===== src/rtl/keypad_pkg.sv =====
// Shared definitions for the keypad scanner and digit entry buffer.
//   - key code constants for the edit keys and the blank digit value
//   - scanner state enum
//   - helpers for the debounce counter width and row pattern decode
package keypad_pkg;

    localparam logic [3:0] KEY_BKSP    = 4'hA;
    localparam logic [3:0] KEY_CLR     = 4'hB;
    localparam logic [3:0] DIGIT_BLANK = 4'hF;

    localparam int DEBOUNCE_CNT_DEFAULT = 20000;

    typedef enum logic [1:0] {
        SCAN      = 2'd0,
        DEB_PRESS = 2'd1,
        HELD      = 2'd2,
        DEB_REL   = 2'd3
    } scan_state_t;

    // Debounce counter must hold the value DEBOUNCE_CNT itself.
    function automatic int deb_cnt_width(input int deb_cnt);
        return $clog2(deb_cnt + 1);
    endfunction

    localparam int DEB_W_DEFAULT = deb_cnt_width(DEBOUNCE_CNT_DEFAULT);

    // True when exactly one row line is pulled low.
    function automatic logic single_low(input logic [3:0] r);
        return (r == 4'b1110) || (r == 4'b1101) ||
               (r == 4'b1011) || (r == 4'b0111);
    endfunction

    // Position of the low row line; only meaningful for a one-cold pattern.
    function automatic logic [1:0] low_index(input logic [3:0] r);
        if (!r[0])      return 2'd0;
        else if (!r[1]) return 2'd1;
        else if (!r[2]) return 2'd2;
        else            return 2'd3;
    endfunction

endpackage


===== src/rtl/keypad_scan_entry_buffer.sv =====
// digit_entry_buffer: 8-digit entry register fed by accepted key events.
//   clk, rst_n  : clock, asynchronous active-low reset
//   key_valid   : one-cycle accept strobe (same edge as the top's key_valid)
//   key_code    : code of the accepted key
//   digits      : [3:0] newest digit .. [31:28] oldest, blank = 4'hF
//   digit_cnt   : number of digits entered, 0..8
module digit_entry_buffer
    import keypad_pkg::*;
(
    input  logic        clk,
    input  logic        rst_n,
    input  logic        key_valid,
    input  logic [3:0]  key_code,
    output logic [31:0] digits,
    output logic [3:0]  digit_cnt
);

    always_ff @(posedge clk or negedge rst_n) begin
        if (!rst_n) begin
            digits    <= {8{DIGIT_BLANK}};
            digit_cnt <= 4'd0;
        end else if (key_valid) begin
            if (key_code <= 4'd9) begin
                // Shift in at the newest end; the oldest digit falls off when full.
                digits <= {digits[27:0], key_code};
                if (digit_cnt != 4'd8)
                    digit_cnt <= digit_cnt + 4'd1;
            end else if (key_code == KEY_BKSP) begin
                if (digit_cnt != 4'd0) begin
                    digits    <= {DIGIT_BLANK, digits[31:4]};
                    digit_cnt <= digit_cnt - 4'd1;
                end
            end else if (key_code == KEY_CLR) begin
                digits    <= {8{DIGIT_BLANK}};
                digit_cnt <= 4'd0;
            end
            // Codes C-F are commands for the consumer; buffer untouched.
        end
    end

endmodule


===== src/rtl/keypad_scan_entry.sv =====
// keypad_scan_entry: 4x4 matrix keypad scanner with press/release debounce
// and an 8-digit entry buffer for the seven-segment display driver.
//   clk, rst_n : clock, asynchronous active-low reset
//   row        : keypad rows, active-low, asynchronous to clk
//   col        : column drive, active-low one-hot
//   key_valid  : one-cycle pulse per accepted press
//   key_code   : row_index*4 + col_index of the last accepted key
//   digits     : entry buffer, [3:0] newest .. [31:28] oldest
//   digit_cnt  : number of entered digits, 0..8
module keypad_scan_entry
    import keypad_pkg::*;
#(
    parameter int SCAN_DIV     = 1000,
    parameter int DEBOUNCE_CNT = DEBOUNCE_CNT_DEFAULT
) (
    input  logic        clk,
    input  logic        rst_n,
    input  logic [3:0]  row,
    output logic [3:0]  col,
    output logic        key_valid,
    output logic [3:0]  key_code,
    output logic [31:0] digits,
    output logic [3:0]  digit_cnt
);

    localparam int DIV_W = (SCAN_DIV > 2) ? $clog2(SCAN_DIV) : 1;
    localparam int DEB_W = deb_cnt_width(DEBOUNCE_CNT);

    localparam logic [DIV_W-1:0] DIV_LAST   = DIV_W'(SCAN_DIV - 1);
    localparam logic [DEB_W-1:0] DEB_TARGET = DEB_W'(DEBOUNCE_CNT);
    localparam logic [DEB_W-1:0] DEB_ONE    = DEB_W'(1);

    // Two-flop synchronizer; idle (no key) reads as all ones.
    logic [3:0] row_meta;
    logic [3:0] rs;

    always_ff @(posedge clk or negedge rst_n) begin
        if (!rst_n) begin
            row_meta <= 4'hF;
            rs       <= 4'hF;
        end else begin
            row_meta <= row;
            rs       <= row_meta;
        end
    end

    scan_state_t      state,   state_n;
    logic [DIV_W-1:0] div_cnt, div_n;
    logic [DEB_W-1:0] deb_cnt, deb_n;
    logic [1:0]       col_idx, col_idx_n;
    logic [3:0]       pattern, pattern_n;
    logic             accept;
    logic [3:0]       accept_code;

    always_ff @(posedge clk or negedge rst_n) begin
        if (!rst_n) begin
            state   <= SCAN;
            div_cnt <= '0;
            deb_cnt <= '0;
            col_idx <= 2'd0;
            pattern <= 4'hF;
        end else begin
            state   <= state_n;
            div_cnt <= div_n;
            deb_cnt <= deb_n;
            col_idx <= col_idx_n;
            pattern <= pattern_n;
        end
    end

    always_comb begin
        state_n   = state;
        div_n     = div_cnt;
        deb_n     = deb_cnt;
        col_idx_n = col_idx;
        pattern_n = pattern;
        accept    = 1'b0;

        case (state)
            SCAN: begin
                if (div_cnt == DIV_LAST) begin
                    div_n = '0;
                    // Multi-key (ghost) patterns are skipped like an idle slot.
                    if (single_low(rs)) begin
                        pattern_n = rs;
                        deb_n     = DEB_ONE;
                        state_n   = DEB_PRESS;
                    end else begin
                        col_idx_n = col_idx + 2'd1;
                    end
                end else begin
                    div_n = div_cnt + DIV_W'(1);
                end
            end

            DEB_PRESS: begin
                if (rs != pattern) begin
                    // Bounce: resume scanning at the following column.
                    state_n   = SCAN;
                    col_idx_n = col_idx + 2'd1;
                    div_n     = '0;
                    deb_n     = '0;
                end else if (deb_cnt == DEB_TARGET) begin
                    accept  = 1'b1;
                    state_n = HELD;
                    deb_n   = '0;
                end else begin
                    deb_n = deb_cnt + DEB_ONE;
                end
            end

            HELD: begin
                // Any further keys are ignored until all rows float high.
                if (rs == 4'hF) begin
                    state_n = DEB_REL;
                    deb_n   = DEB_ONE;
                end
            end

            DEB_REL: begin
                if (rs != 4'hF) begin
                    state_n = HELD;
                    deb_n   = '0;
                end else if (deb_cnt == DEB_TARGET) begin
                    state_n   = SCAN;
                    col_idx_n = 2'd0;
                    div_n     = '0;
                    deb_n     = '0;
                end else begin
                    deb_n = deb_cnt + DEB_ONE;
                end
            end

            default: state_n = SCAN;
        endcase
    end

    assign accept_code = {low_index(pattern), col_idx};
    assign col         = ~(4'b0001 << col_idx);

    always_ff @(posedge clk or negedge rst_n) begin
        if (!rst_n) begin
            key_valid <= 1'b0;
            key_code  <= 4'd0;
        end else begin
            key_valid <= accept;
            if (accept)
                key_code <= accept_code;
        end
    end

    // Fed with the accept strobe so the buffer updates on the key_valid edge.
    digit_entry_buffer u_buffer (
        .clk       (clk),
        .rst_n     (rst_n),
        .key_valid (accept),
        .key_code  (accept_code),
        .digits    (digits),
        .digit_cnt (digit_cnt)
    );

endmodule

===== config.mk =====
export PLATFORM = sky130hd
export DESIGN_NAME = keypad_scan_entry
export DESIGN_NICKNAME = d
export VERILOG_FILES = /design/src/rtl/keypad_pkg.sv /design/src/rtl/keypad_scan_entry_buffer.sv /design/src/rtl/keypad_scan_entry.sv
export SDC_FILE = /design/constraint.sdc
export NUM_CORES = 1
export LEC_CHECK = 0
export CAP_MARGIN = 10
export CELL_PAD_IN_SITES_DETAIL_PLACEMENT = 0
export CELL_PAD_IN_SITES_GLOBAL_PLACEMENT = 1
export CORE_MARGIN = 2
export CORE_UTILIZATION = 50
export DETAILED_ROUTE_END_ITERATION = 6
export DONT_BUFFER_PORTS = 1
export PLACE_DENSITY_LB_ADDON = 0.05
export SLEW_MARGIN = 15
export SYNTH_ARGS = -nofsm -noshare
export SYNTH_HDL_FRONTEND = slang
export SYNTH_SLANG_ARGS = --single-unit

===== constraint.sdc =====
create_clock -name clk -period 2.9 [get_ports clk]
set_input_delay 0.145 -clock clk [delete_from_list [all_inputs] [get_ports clk]]
set_output_delay 0.145 -clock clk [all_outputs]
set_load 0.05 [all_outputs]

==> results of run 1 <==
-- state kept, by name, summed over array words and instances, names as in the netlist --
| name | flops |
|---|---|
| rs | 4 |
| state | 2 |
| deb_cnt | 15 |
| key_code | 4 |
| u_buffer.digit_cnt | 4 |
| row_meta | 4 |
| pattern | 4 |
| col_idx | 2 |
| u_buffer.digits | 32 |
| key_valid | 1 |
| div_cnt | 10 |
-- final cells by class --
type                    instances  share of cell area (%)
multi-input cells             328                    45.0
flip-flops and latches         82                    42.5
repair buffers                 26                    4.84
well taps                     108                    2.72
clock buffers                  10                    2.57
inverters                      19                    1.44
clock inverters                 6                   0.933
-- through the flow --
stage | area (um2) | setup WS [ps] | power (W) | hold slack, ps | utilization, %
after floorplan | 4520 | 554 | 0.00119 | -151 | -
after global placement | 4710 | 479 | 0.00119 | -149 | 53.7
after detailed placement | 4710 | 342 | 0.00119 | -149 | 53.7
after CTS | 4960 | 309 | 0.00200 | 313 | 56.6
after global routing | 4960 | 86.5 | 0.00205 | 310 | 56.6
final | 4960 | 310 | 0.00197 | 330 | 56.6
-- final timing paths --
kind | from | endpoint | slack (ps)
setup reg to reg | rs[1] | u_buffer.digits[6] | 310
max in group asynchronous | rst_n | pattern[3] | 2190
hold / removal | rst_n | u_buffer.digit_cnt[0] | 330
min in group clk | row[0] | row_meta[0] | 330
setup / recovery | rs[1] | u_buffer.digits[6] | 310
hold reg to reg | row_meta[3] | rs[3] | 360
-- kinds of logic after synthesis --
family / Yosys count / share of synthesized area [%]
compound gates: 111 / 16.9
simple gates: 172 / 20.7
fa+ha+maj: 11 / 3.04
buf+inv: 45 / 4.26
flops: 82 / 46.6
xor+xnor: 2 / 0.387
mux: 32 / 8.11
-- report_power, final --
part | switching (W) | leakage (nW) | internal [W]
Sequential | 0.00000528 | 0.972 | 0.00116
Clock | 0.000444 | 0.0881 | 0.000320
Combinational | 0.0000290 | 1.16 | 0.0000133
Total | 0.000478 | 2.22 | 0.00149
-- critical path, delay by kind of cell (launching register included) --
family	cells	cell delay, ps
flip-flops	1	570
AND/OR/NAND/NOR	2	620
buffers and inverters	2	290
AO/OA/AOI/OAI	1	660
multiplexers	1	360
-- cell usage in the layout (no fill, tap or decap), types with 9 or more instances in the layout --
cell       n
nand2_1   67
inv_1     17
o31ai_1   10
clkbuf_8   9
dfrtp_1   38
buf_4     19
o21ai_0   42
ha_1      11
nor3_1    10
nor2_1    11
nor4b_1    9
dfstp_2   44
mux2_2    19
and3_1     9
mux2_1    10
nand3_1   15
-- per-layer routing --
layer / part of all wire [%] / GRT usage, % / up-vias / routed length [um]
met5: 0 / 0 / - / 0
met4: 1.6 / 7.69 / 0 / 164
met3: 4.0 / 4.36 / 14 / 404
met2: 48 / 34.3 / 51 / 4890
met1: 46 / 29.7 / 1677 / 4630
li1: - / - / 1695 / -
-- cells in the mapped netlist, drive strengths merged, types with 6 or more instances --
| cell type | instances |
|---|---|
| nand2 | 67 |
| dfstp | 44 |
| o21ai | 44 |
| dfrtp | 38 |
| mux2 | 31 |
| clkbuf | 22 |
| inv | 19 |
| nand3 | 16 |
| ha | 11 |
| nor2 | 11 |
| nor3 | 11 |
| o31ai | 10 |
| and3 | 9 |
| nand4 | 9 |
| nor4b | 9 |
| a21o | 8 |
| and2 | 8 |
| a221o | 7 |
| a21oi | 6 |
| or3 | 6 |
-- timing repair --
item                                    in CTS  in global routing
gates resized for setup                      0                  0
hold buffers                                 6                  0
endpoints found under the setup margin       0                  0
hold endpoints to repair                    86                  0
==> metrics.yaml, run 1 <==
run_status:
  outcome: "finished, final reports clean"
clock_network:
  clock_path_buffers: 2
  h-tree-depth: 3
  clk_pin_slew_ps: 90
  clock_latency_ps: 360
  cts_tree: "done"
  cts_sinks: 82
  cts_buffers: 9
  cts_root_buf: "clkbuf_8"
  postCtsSetupBuffers: 0
worst_setup_path:
  cp_slowest_cell: "a222oi_1"
  cpPeakStageDelay_ps: 660
  r2r.worst_path.cells: 6
  critPathKind: "register to register"
  crit_required_ps: 3170
  startpoint_type: "register"
  cp.arrival_ps: 2860
  crit_fanout: 32
  worstPathCellList: "inv_1 -> a222oi_1 -> nand3_2 -> nor3_4 -> buf_12 -> mux2_2"
  end_kind: "register"
timing:
  min_period_ps: 2590
  finClkSkew_ps: 16.2
  slew_viol_final: 0
  max_slew_margin_pct: 48.8
  fin_crit_sh_pct: 89.3
  worst_pin_slew_ps: 758
  timing.fmax_mhz: 386
  rsz0062_at_grt: "false"
  fin_tns_setup_ps: 0
  hold_viol: 0
  setup_viol: 0
yosys:
  netlist_top_cells_area: "dfstp_2 26%, dfrtp_1 21%, nand2_1 5.6%"
  postSynthCellCount: 455
  synth_top_area_share_pct: 25.6
  syn_nets: 472
  syn_avg_cell_area_um2: 9.94
  synth_edf_count: 0
  async_flop_share_pct: 100
  seq_area_frac_synth_pct: 46.6
  synth-seq-cells: 82
  ys.flop_type: "dfstp_2"
  yosys.area.top_type: "dfstp_2"
  synth_area_mm2: 0.00452
  synth_warnings: 0
  synth.distinct_cells: 59
routing:
  initialDrtViolationCount: 81
  vias: 3437
  first_pass_iters: 4
  routedWlPerCell_um: 17.4
  antenna_left: 0
  wl_um: 10100
  drc: 0
  vias_per_cell: 5.94
cells_and_area:
  layout-drive-gt1-share_pct: 24.0
  final_cells: 579
  multiInputGateArea_mm2: 0.00223
  register_area_mm2: 0.00211
  nFillCells: 801
  syn_to_final_growth_pct: 9.68
  diodes: 0
  nNetsFinal: 483
floorplan:
  fp.dieW_um: 99.1
  die_area_mm2: 0.00982
  coreArea_mm2: 0.00876
  chipHeight_um: 99.1
  row_count: 34
  io_pins: 51
  start_util_pct: 51.6
place:
  gp_congestion: 0.822
  dp_hpwl_um: 6750
  place.port_buffers: 0
  dp.cells: 557
pwr:
  powerDensity_mw_per_mm2: 397
  power.leakage_nw: 2.22
  peakVddDrop_v: 0.000230
grt:
  antenna_found_initial: 0
  grt_pass1_vias: 3447
  grt_max_degree: 83
  grt-ovfl-total: 0
  grt_use_total_pct: 21.6
  grt_pass1_wl_um: 17300
job:
  maxCapViolations: 0
hold_path:
  holdCritPathClass: "primary input to asynchronous set/reset pin"
Power figures use the tool's default switching activity.
==> run 2: changes to the inputs <==
clock period = 2.91 ns   (was 2.9 ns; I/O delays follow)
==> run 2 against run 1 <==
Sequential power hardly changed. Global-route usage is 0.11 points lower. Flip-flop and latch count is the same. Fmax shrank 1.1%. Non-clock buffer count down 2. Die area did not move. Sequential share of layout area is 0.14 points lower. Power increased by 4.1%.
==> metrics.yaml, run 2 (synthesis gave the netlist of run 1 again) <==
grt:
  antenna_found_initial: 0  # unchanged
  grt_max_degree: 83  # unchanged
  grt_pass1_wl_um: 17200  # -0.76%
  grt_pass1_vias: 3340  # -3.1%
  grt_use_total_pct: 21.5  # -0.11 points
  grt-ovfl-total: 0  # unchanged
worst_setup_path:
  end_kind: "register"
  worstPathCellList: "inv_1 -> ha_1 -> nor4b_1 -> nand4_1 -> o21ai_1 -> nand2_1 -> a221o_1"
  cpPeakStageDelay_ps: 440  # -220 ps
  r2r.worst_path.cells: 7  # +1
  r2r_start: "deb_cnt[0]"
  regToRegSetupSlack_ps: 290  # -20 ps
  cp.arrival_ps: 2860  # about the same
  startpoint_type: "register"
  crit_required_ps: 3150  # -20 ps
  crit_fanout: 11  # -66%
  cp_slowest_cell: "a221o_1"
  critPathKind: "register to register"
  reg2reg_to: "col_idx[1]"
cells_and_area:
  diodes: 0  # unchanged
  final_core_util_pct: 56.8  # +0.19 points
  nNetsFinal: 481  # -0.41%
  most-common-layout-cells: "67 x nand2_1, 44 x dfstp_2, 42 x o21ai_0"
  regMostFlops: "u_buffer.digits"
  layout-drive-gt1-share_pct: 23.9  # -0.11 points
  syn_to_final_growth_pct: 10.0
  largest_register_ffs: 32  # unchanged
  reg_top3: "u_buffer.digits: 32 flops, deb_cnt: 15 flops, div_cnt: 10 flops"
  layout_commonest_cell: "nand2_1"
pwr:
  powerDensity_mw_per_mm2: 412  # +3.8%
  peakVddDrop_v: 0.000214  # -6.9%
  power.leakage_nw: 2.23  # +0.32%
timing:
  setup_ws_ps: 291  # -19.5 ps
  fin_crit_sh_pct: 90.0  # +0.71 points
  hold_viol: 0  # unchanged
  fin_tns_setup_ps: 0  # unchanged
  min_period_ps: 2620  # +29.5 ps
  slew_viol_final: 0  # unchanged
  timing.fmax_mhz: 382  # -1.1%
  rsz0062_at_grt: "false"
  worst_pin_slew_ps: 762  # +3.96 ps
  finClkSkew_ps: 12.8  # -3.38 ps
  setup_viol: 0  # unchanged
  max_slew_margin_pct: 48.5  # -0.27 points
clock_network:
  cts_root_buf: "clkbuf_8"
  clock_path_buffers: 2  # unchanged
  clk_pin_slew_ps: 90  # about the same
  postCtsSetupBuffers: 0  # unchanged
  cts_sinks: 82  # unchanged
  cts_buffers: 9  # unchanged
  clock_latency_ps: 360  # about the same
  cts_tree: "done"
  h-tree-depth: 3  # unchanged
place:
  place.port_buffers: 0  # unchanged
  gp_congestion: 0.812  # -1.2%
  dp_hpwl_um: 6760  # +0.12%
  place_ws_ps: 392  # +50.2 ps
routing:
  drc: 0  # unchanged
  wl_um: 10300  # +2.0%
  vias: 3492  # +1.6%
  antenna_left: 0  # unchanged
  initialDrtViolationCount: 170  # +110%
  first_pass_iters: 5  # +1
  routedWlPerCell_um: 17.8  # +2.3%
  vias_per_cell: 6.05  # +2.0%
floorplan:
  coreArea_mm2: 0.00876  # unchanged
  chipHeight_um: 99.1  # unchanged
  io_pins: 51  # unchanged
  fp.dieW_um: 99.1  # unchanged
  die_area_mm2: 0.00982  # unchanged
  row_count: 34  # unchanged
  start_util_pct: 51.6  # unchanged
hold_path:
  holdCritPathClass: "primary input to asynchronous set/reset pin"
run_status:
  outcome: "finished, final reports clean"
job:
  maxCapViolations: 0  # unchanged
==> run 2: cell count changes in the layout (fill, tap and decap cells not counted), sizes merged <==
cell,previous run,this run
buf,21,19
clkbuf,10,11
inv,23,22
==> run 2: worst max-delay path: cells and delay by family, from the launching register on <==
| kind | cells | cell delay [ps] |
|---|---|---|
| simple gates | 3 | 950 |
| compound gates | 2 | 860 |
| buf+inv | 1 | 90 |
| fa+ha+maj | 1 | 170 |
| flops | 1 | 430 |
==> run 2: worst max path at each step <==
stage                                     start                   to  slack [ps]
after floorplan           u_buffer.digit_cnt[0]  u_buffer.digits[13]         560
after global routing                 deb_cnt[0]           col_idx[0]          50
after detailed placement                  rs[0]   u_buffer.digits[9]         390
final                                deb_cnt[0]           col_idx[1]         290
after CTS                            deb_cnt[0]           col_idx[1]         290
after global placement                    rs[0]   u_buffer.digits[9]         510
==> run 2: power by group <==
group / switching (W) / internal, W
registers: 0.00000532 / 0.00115
logic: 0.0000294 / 0.0000132
clock network: 0.000453 / 0.000397
total: 0.000487 / 0.00156
==> run 2: layout make-up <==
cell class	count	area, um2
clock buffer	11	163
tap	108	135
fill	803	3790
sequential	82	2110
multi-input combinational	328	2230
timing repair buffer	24	225
inverter	19	71.3
clock inverter	5	42.5
==> run 2: stage by stage <==
step	hold slack, ps	cell area [um2]	cells	power, W
after floorplan	-150	4520	455	0.00119
after global placement	-148	4690	555	0.00119
after detailed placement	-148	4690	555	0.00119
after CTS	316	4980	577	0.00207
after global routing	312	4980	577	0.00213
final	308	4980	577	0.00205
==> run 2: what timing repair did <==
action,4_1_cts,5_1_grt
endpoints found under the hold margin,86,0
resized for setup,0,0
hold buffers,6,0
==> run 2: per-layer routing <==
metal	up-vias	GRT usage, %	share of wire, %
met5	-	0	0
met4	0	6.01	0.92
met3	8	3.79	4.5
met2	72	35.8	49
met1	1728	29.2	46
li1	1684	-	-
